## config.mk

```make
export PLATFORM = sky130hd
export DESIGN_NAME = prog_sequencer
export DESIGN_NICKNAME = d
export VERILOG_FILES = /design/src/rtl/prog_seq_pkg.sv /design/src/rtl/sat_counter.sv /design/src/rtl/prog_sequencer.sv
export SDC_FILE = /design/constraint.sdc
export NUM_CORES = 1
export LEC_CHECK = 0
export ABC_AREA = 1
export CAP_MARGIN = 20
export CORE_ASPECT_RATIO = 0.7
export CORE_MARGIN = 2
export CORE_UTILIZATION = 33
export DETAILED_ROUTE_END_ITERATION = 10
export PLACE_DENSITY = 0.59
export SYNTH_ARGS = -nofsm -noshare
export SYNTH_HDL_FRONTEND = slang
export SYNTH_SLANG_ARGS = --single-unit
```

## constraint.sdc

```tcl
create_clock -name Clk -period 3.7 [get_ports Clk]
set_clock_uncertainty 0.05 [all_clocks]
set_input_delay 0.74 -clock Clk [delete_from_list [all_inputs] [get_ports Clk]]
set_output_delay 0.74 -clock Clk [all_outputs]
set_load 0.05 [all_outputs]
```

## src/rtl/prog_seq_pkg.sv

```systemverilog
// rtl/prog_seq_pkg.sv - shared types and default widths for the program sequencer
package prog_seq_pkg;

    localparam int PC_W_DEF  = 10;
    localparam int CYC_W_DEF = 16;
    localparam int MAX_PROGS = 4;

    typedef enum logic [2:0] {
        IDLE   = 3'd0,
        ARMED  = 3'd1,
        LAUNCH = 3'd2,
        RUN    = 3'd3,
        DONE   = 3'd4
    } seq_state_t;

    // Start addresses indexed by ProgIdx; the spare slot is never selected
    typedef logic [31:0] base_arr_t [MAX_PROGS];

endpackage

```

## src/rtl/sat_counter.sv

```systemverilog
// rtl/sat_counter.sv - width-parameterised up-counter with clear and saturation
module sat_counter #(
    parameter int W = 16
) (
    input  logic         Clk,
    input  logic         Reset,
    input  logic         clear,
    input  logic         enable,
    output logic [W-1:0] count
);

    // clear takes priority; once all-ones the count holds instead of wrapping
    always_ff @(posedge Clk or negedge Reset) begin
        if (!Reset) begin
            count <= '0;
        end else if (clear) begin
            count <= '0;
        end else if (enable && (count != '1)) begin
            count <= count + 1'b1;
        end
    end

endmodule

```

## src/rtl/prog_sequencer.sv

```systemverilog
// rtl/prog_sequencer.sv - Start/Done program handshake responder driving PC hold and jump
module prog_sequencer
    import prog_seq_pkg::*;
#(
    parameter int PC_W      = PC_W_DEF,
    parameter int NUM_PROGS = 3,
    parameter int BASE0     = 0,
    parameter int BASE1     = 256,
    parameter int BASE2     = 512,
    parameter int CYC_W     = CYC_W_DEF
) (
    input  logic             Clk,
    input  logic             Reset,
    input  logic             Start,
    input  logic             Halt,
    output logic             FetchHold,
    output logic             LoadEn,
    output logic [PC_W-1:0]  LoadTarget,
    output logic             Done,
    output logic             Busy,
    output logic [1:0]       ProgIdx,
    output logic [CYC_W-1:0] CycleCount
);

    localparam base_arr_t BASES = '{BASE0, BASE1, BASE2, BASE0};

    function automatic logic [PC_W-1:0] base_of(input logic [1:0] idx);
        return PC_W'(BASES[idx]);
    endfunction

    seq_state_t state;
    seq_state_t state_nxt;
    logic [1:0] idx_nxt;
    logic       cnt_clear;
    logic       cnt_enable;

    assign idx_nxt = (ProgIdx == 2'(NUM_PROGS - 1)) ? 2'd0 : ProgIdx + 2'd1;

    // Start in RUN aborts back to ARMED and beats a simultaneous Halt
    always_comb begin
        state_nxt = state;
        unique case (state)
            IDLE:    if (Start)  state_nxt = ARMED;
            ARMED:   if (!Start) state_nxt = LAUNCH;
            LAUNCH:  state_nxt = RUN;
            RUN: begin
                if (Start)     state_nxt = ARMED;
                else if (Halt) state_nxt = DONE;
            end
            DONE:    if (Start)  state_nxt = ARMED;
            default: state_nxt = IDLE;
        endcase
    end

    // State register with outputs registered from the next state so they line up with it
    always_ff @(posedge Clk or negedge Reset) begin
        if (!Reset) begin
            state      <= IDLE;
            ProgIdx    <= 2'd0;
            LoadTarget <= PC_W'(BASE0);
            FetchHold  <= 1'b1;
            LoadEn     <= 1'b0;
            Done       <= 1'b0;
            Busy       <= 1'b0;
        end else begin
            state     <= state_nxt;
            FetchHold <= (state_nxt == IDLE) || (state_nxt == ARMED) || (state_nxt == DONE);
            LoadEn    <= (state_nxt == LAUNCH);
            Busy      <= (state_nxt == LAUNCH) || (state_nxt == RUN);
            Done      <= (state_nxt == DONE);
            if ((state == RUN) && (state_nxt == DONE)) begin
                ProgIdx    <= idx_nxt;
                LoadTarget <= base_of(idx_nxt);
            end
        end
    end

    // Count restarts when leaving LAUNCH; an abort edge does not count
    assign cnt_clear  = (state == LAUNCH);
    assign cnt_enable = (state == RUN) && !Start;

    sat_counter #(
        .W(CYC_W)
    ) u_cycle_cnt (
        .Clk    (Clk),
        .Reset  (Reset),
        .clear  (cnt_clear),
        .enable (cnt_enable),
        .count  (CycleCount)
    );

endmodule
```

==> results by group <==
Placed design
  • Post-DP HPWL: 2.556 mm
  • Placed Instances: 278
  • Weighted congestion at the end of routability-driven global placement: 0.8753
  • Placed standard-cell area: 0.001794 mm2
  • Number of input and output port buffers inserted: 27

Yosys
  • Most used flip-flop cell after synthesis: sky130_fd_sc_hd__dfrtp_1
  • Post-synthesis xor/xnor area fraction: 0.01728
  • Post-synthesis async set-or-reset flop share: 1.000
  • Ys Warns: 0
  • Flop and latch count out of synthesis: 25
  • Simple-Gate Fraction of Synth Area: 0.3605
  • Mux contribution to synthesized area: 0
  • Per-instance average area after synthesis: 7.563 um2
  • Post-Synthesis Cell Area: 0.001520 mm2
  • Adder-Cell Fraction of Synth Area: 0.008230
  • Number of distinct library cells after synthesis: 28
  • Number of enable-type register cells in the synthesized netlist: 0
  • Synth Area in Compound Gates: 0.07737
  • Sequential fraction of the synthesis area: 0.4123
  • Main combinational cell family by area after synthesis: simple AND/OR/NAND/NOR gates
  • Post-synthesis instance total: 201

Finish
  • Antenna fix cells: 0
  • Layout overhead on the synthesized area: 20.99%
  • Layout cells sized above 1: 0.1013
  • Final Non-Filler Cells: 282
  • Most common cell after layout, fill and taps aside: sky130_fd_sc_hd__nand2_1
  • Filler Cell Count: 449
  • Final net count: 233
  • Post-Layout Inst Area: 0.001839 mm2
  • Area of combinational cells with multiple inputs: 734.5 um2
  • Area used by sequential logic in the layout: 626.9 um2
  • Commonest cells after routing, fill and taps aside: sky130_fd_sc_hd__nand2_1 (63), sky130_fd_sc_hd__clkdlybuf4s50_1 (27), sky130_fd_sc_hd__dfrtp_1 (24)

STA
  • Final hold vios: 0
  • Normalized max-slew margin: 0.6645
  • Summed negative setup slack over all endpoints: 0 ns
  • Setup repair after global routing missed its margin: no
  • Final min period: 2.398 ns
  • Final slew viol count: 0
  • Transition time of the tightest slew-check pin: 0.5017 ns
  • Worst-case hold slack: 0.5001 ns
  • Final worst-path cycle share: 0.6482
  • Maximum frequency from static timing analysis: 417.0 MHz
  • Final setup vio count: 0

Pwr
  • Static power due to leakage: 0.8289 nW
  • Peak supply drop: 0.0003279 V
  • Power per Cell Area: 558.6 mW/mm2
  • Clock Power Share: 0.156
  • Part of the total power dissipated in sequential elements: 0.372
  • Int Power: 0.0005422 W
  • Power dissipated by switching net loads: 0.0004852 W
  • Part of the power in combinational logic: 0.473
  • Net switching fraction of the power: 0.4722

Setup path
  • Type of the worst setup path: register to primary output
  • Maximum fanout along the worst path: 5
  • Cell family with the largest share of critical-path delay: buffers and inverters
  • CP Launch Type: register
  • Worst path required time: 2.91 ns
  • Cell with the largest stage delay on the worst path: sky130_fd_sc_hd__clkdlybuf4s50_1
  • Crit path buf inv count: 1
  • CP peak stage delay: 0.86 ns
  • Reg2Reg Setup Slack: 1.87 ns
  • Kind of capture point of the worst setup path: primary output
  • WP data arrival: 1.61 ns
  • List of cells traversed by the critical path: clkdlybuf4s50_1

Clock tree
  • Number of clock sinks seen by CTS: 25
  • CTS-repair resized insts: 0
  • Clock-pin transition on the worst setup and hold timing paths: 0.08 ns
  • Worst-Skew Late Latency: 0.27 ns
  • Buffer depth of the longest clock path: 2
  • H-tree depth: 1
  • Number of CTS-inserted buffers: 3
  • Master cell of the clock root buffer: sky130_fd_sc_hd__clkbuf_8
  • CTS tree: done
  • # hold bufs at CTS: 0
  • Post-CTS setup-driven buffer insertion count: 0

Routing
  • Vias post-DR: 1299
  • Routed wire length: 3.364 mm
  • Number of remaining DRC errors: 0
  • Mean number of vias per cell: 4.606
  • Number of search-and-repair iterations in the first detailed-routing pass: 4
  • 1st-iter DRT viols: 74
  • DR WL/cell: 11.93 um
  • Remaining antenna violation count after routing: 0

Run status
  • Run status: completed

GRT
  • Largest net degree at the start of global routing: 26
  • GRT overflow: 0
  • Top Usage Layer GRT: met1
  • Global routing met1 resource utilization: 0.2256
  • Overall fraction of global-route tracks in use: 0.1430
  • Via count of the first global-routing pass: 1149
  • First-pass GRT wire length: 5.637 mm
  • GR met3 Demand/Resource: 0.03946
  • GR Util met2: 0.1897
  • Number of antenna violations at the first check in global routing: 0

Floorplan
  • Initial Util: 0.3471
  • Area of the core region: 0.004379 mm2
  • Number of rows created at floorplan: 20
  • Horizontal die dimension: 85.13 um
  • Die Outline Area: 0.005174 mm2
  • Boundary Pins: 36
  • Die outline height: 60.79 um

Min path
  • Worst hold path type: register to register

Job
  • Number of maximum-capacitance violations: 0
==> layer usage <==
| layer | wire (um) | up-vias |
|---|---|---|
| li1 | - | 675 |
| met4 | 30 | 0 |
| met3 | 169 | 4 |
| met1 | 1864 | 588 |
| met2 | 1299 | 32 |
| met5 | 0 | - |
==> power by group through the flow <==
stage	Combinational, W	Sequential (W)	Clock, W
final	0.000486	0.000382	0.000160
after global routing	0.000521	0.000391	0.000178
after CTS	0.000490	0.000382	0.000167
after detailed placement	0.000488	0.000386	0
after floorplan	0.000246	0.000508	0
after global placement	0.000486	0.000386	0
==> metrics by stage <==
step	total power [W]	utilization	worst slack [ns]
final	0.001027	0.4200	1.302
after global placement	0.0008723	0.4097	1.412
after CTS	0.001039	0.4200	1.297
after detailed placement	0.0008748	0.4097	1.394
after global routing	0.001090	0.4200	1.250
after floorplan	0.0007540	-	1.811
==> flip-flops by register name, summed over array words and instances (netlist names) <==
| signal | flops |
|---|---|
| Busy | 1 |
| Done | 1 |
| FetchHold | 1 |
| LoadEn | 1 |
| LoadTarget | 1 |
| ProgIdx | 1 |
| state | 3 |
| u_cycle_cnt.count | 16 |
==> cell families (layout without fill, tap and decap cells) <==
| logic type | after synthesis | count (layout) |
|---|---|---|
| xor gates and xnor gates | 3 | 3 |
| adders and majority gates | 1 | 1 |
| AOI/OAI and AO/OA | 18 | 18 |
| buffers and inverters | 36 | 55 |
| and+or+nand+nor | 117 | 117 |
| DFF | 25 | 25 |
| other | 1 | 8 |
==> cells in the mapped netlist, types with 2 or more instances <==
library cell | number | area share
sky130_fd_sc_hd__a31o_2 | 2 | 0.012
sky130_fd_sc_hd__buf_4 | 11 | 0.054
sky130_fd_sc_hd__dfrtp_1 | 24 | 0.40
sky130_fd_sc_hd__inv_1 | 20 | 0.049
sky130_fd_sc_hd__inv_2 | 3 | 0.0074
sky130_fd_sc_hd__nand2_1 | 63 | 0.16
sky130_fd_sc_hd__nand2_2 | 2 | 0.0082
sky130_fd_sc_hd__nand3_1 | 6 | 0.020
sky130_fd_sc_hd__nand4_1 | 12 | 0.049
sky130_fd_sc_hd__nor2_1 | 23 | 0.057
sky130_fd_sc_hd__nor2_4 | 5 | 0.037
sky130_fd_sc_hd__o21a_1 | 2 | 0.0099
sky130_fd_sc_hd__o21ai_0 | 9 | 0.030
sky130_fd_sc_hd__o21bai_1 | 2 | 0.0099
sky130_fd_sc_hd__or2_2 | 2 | 0.0082
sky130_fd_sc_hd__xor2_1 | 3 | 0.017
==> cell type report <==
type / count / share of cell area
Clock buffer: 4 / 0.02449
Inverter: 23 / 0.04694
Multi-Input combinational cell: 147 / 0.3993
Sequential cell: 25 / 0.3408
Tap cell: 55 / 0.03742
Timing Repair Buffer: 28 / 0.1510
==> final timing paths <==
path | start | to | cells after the start
worst max-delay path | u_cycle_cnt.count[0] | CycleCount[0] | 1
max in group asynchronous | Reset | FetchHold | 2
min in group asynchronous | Reset | u_cycle_cnt.count[14] | 2
worst min register to register | state[1] | LoadEn | 1
worst min-delay path | state[1] | LoadEn | 1
worst max register to register | u_cycle_cnt.count[0] | u_cycle_cnt.count[2] | 9
(Power assumes the default switching activity.)
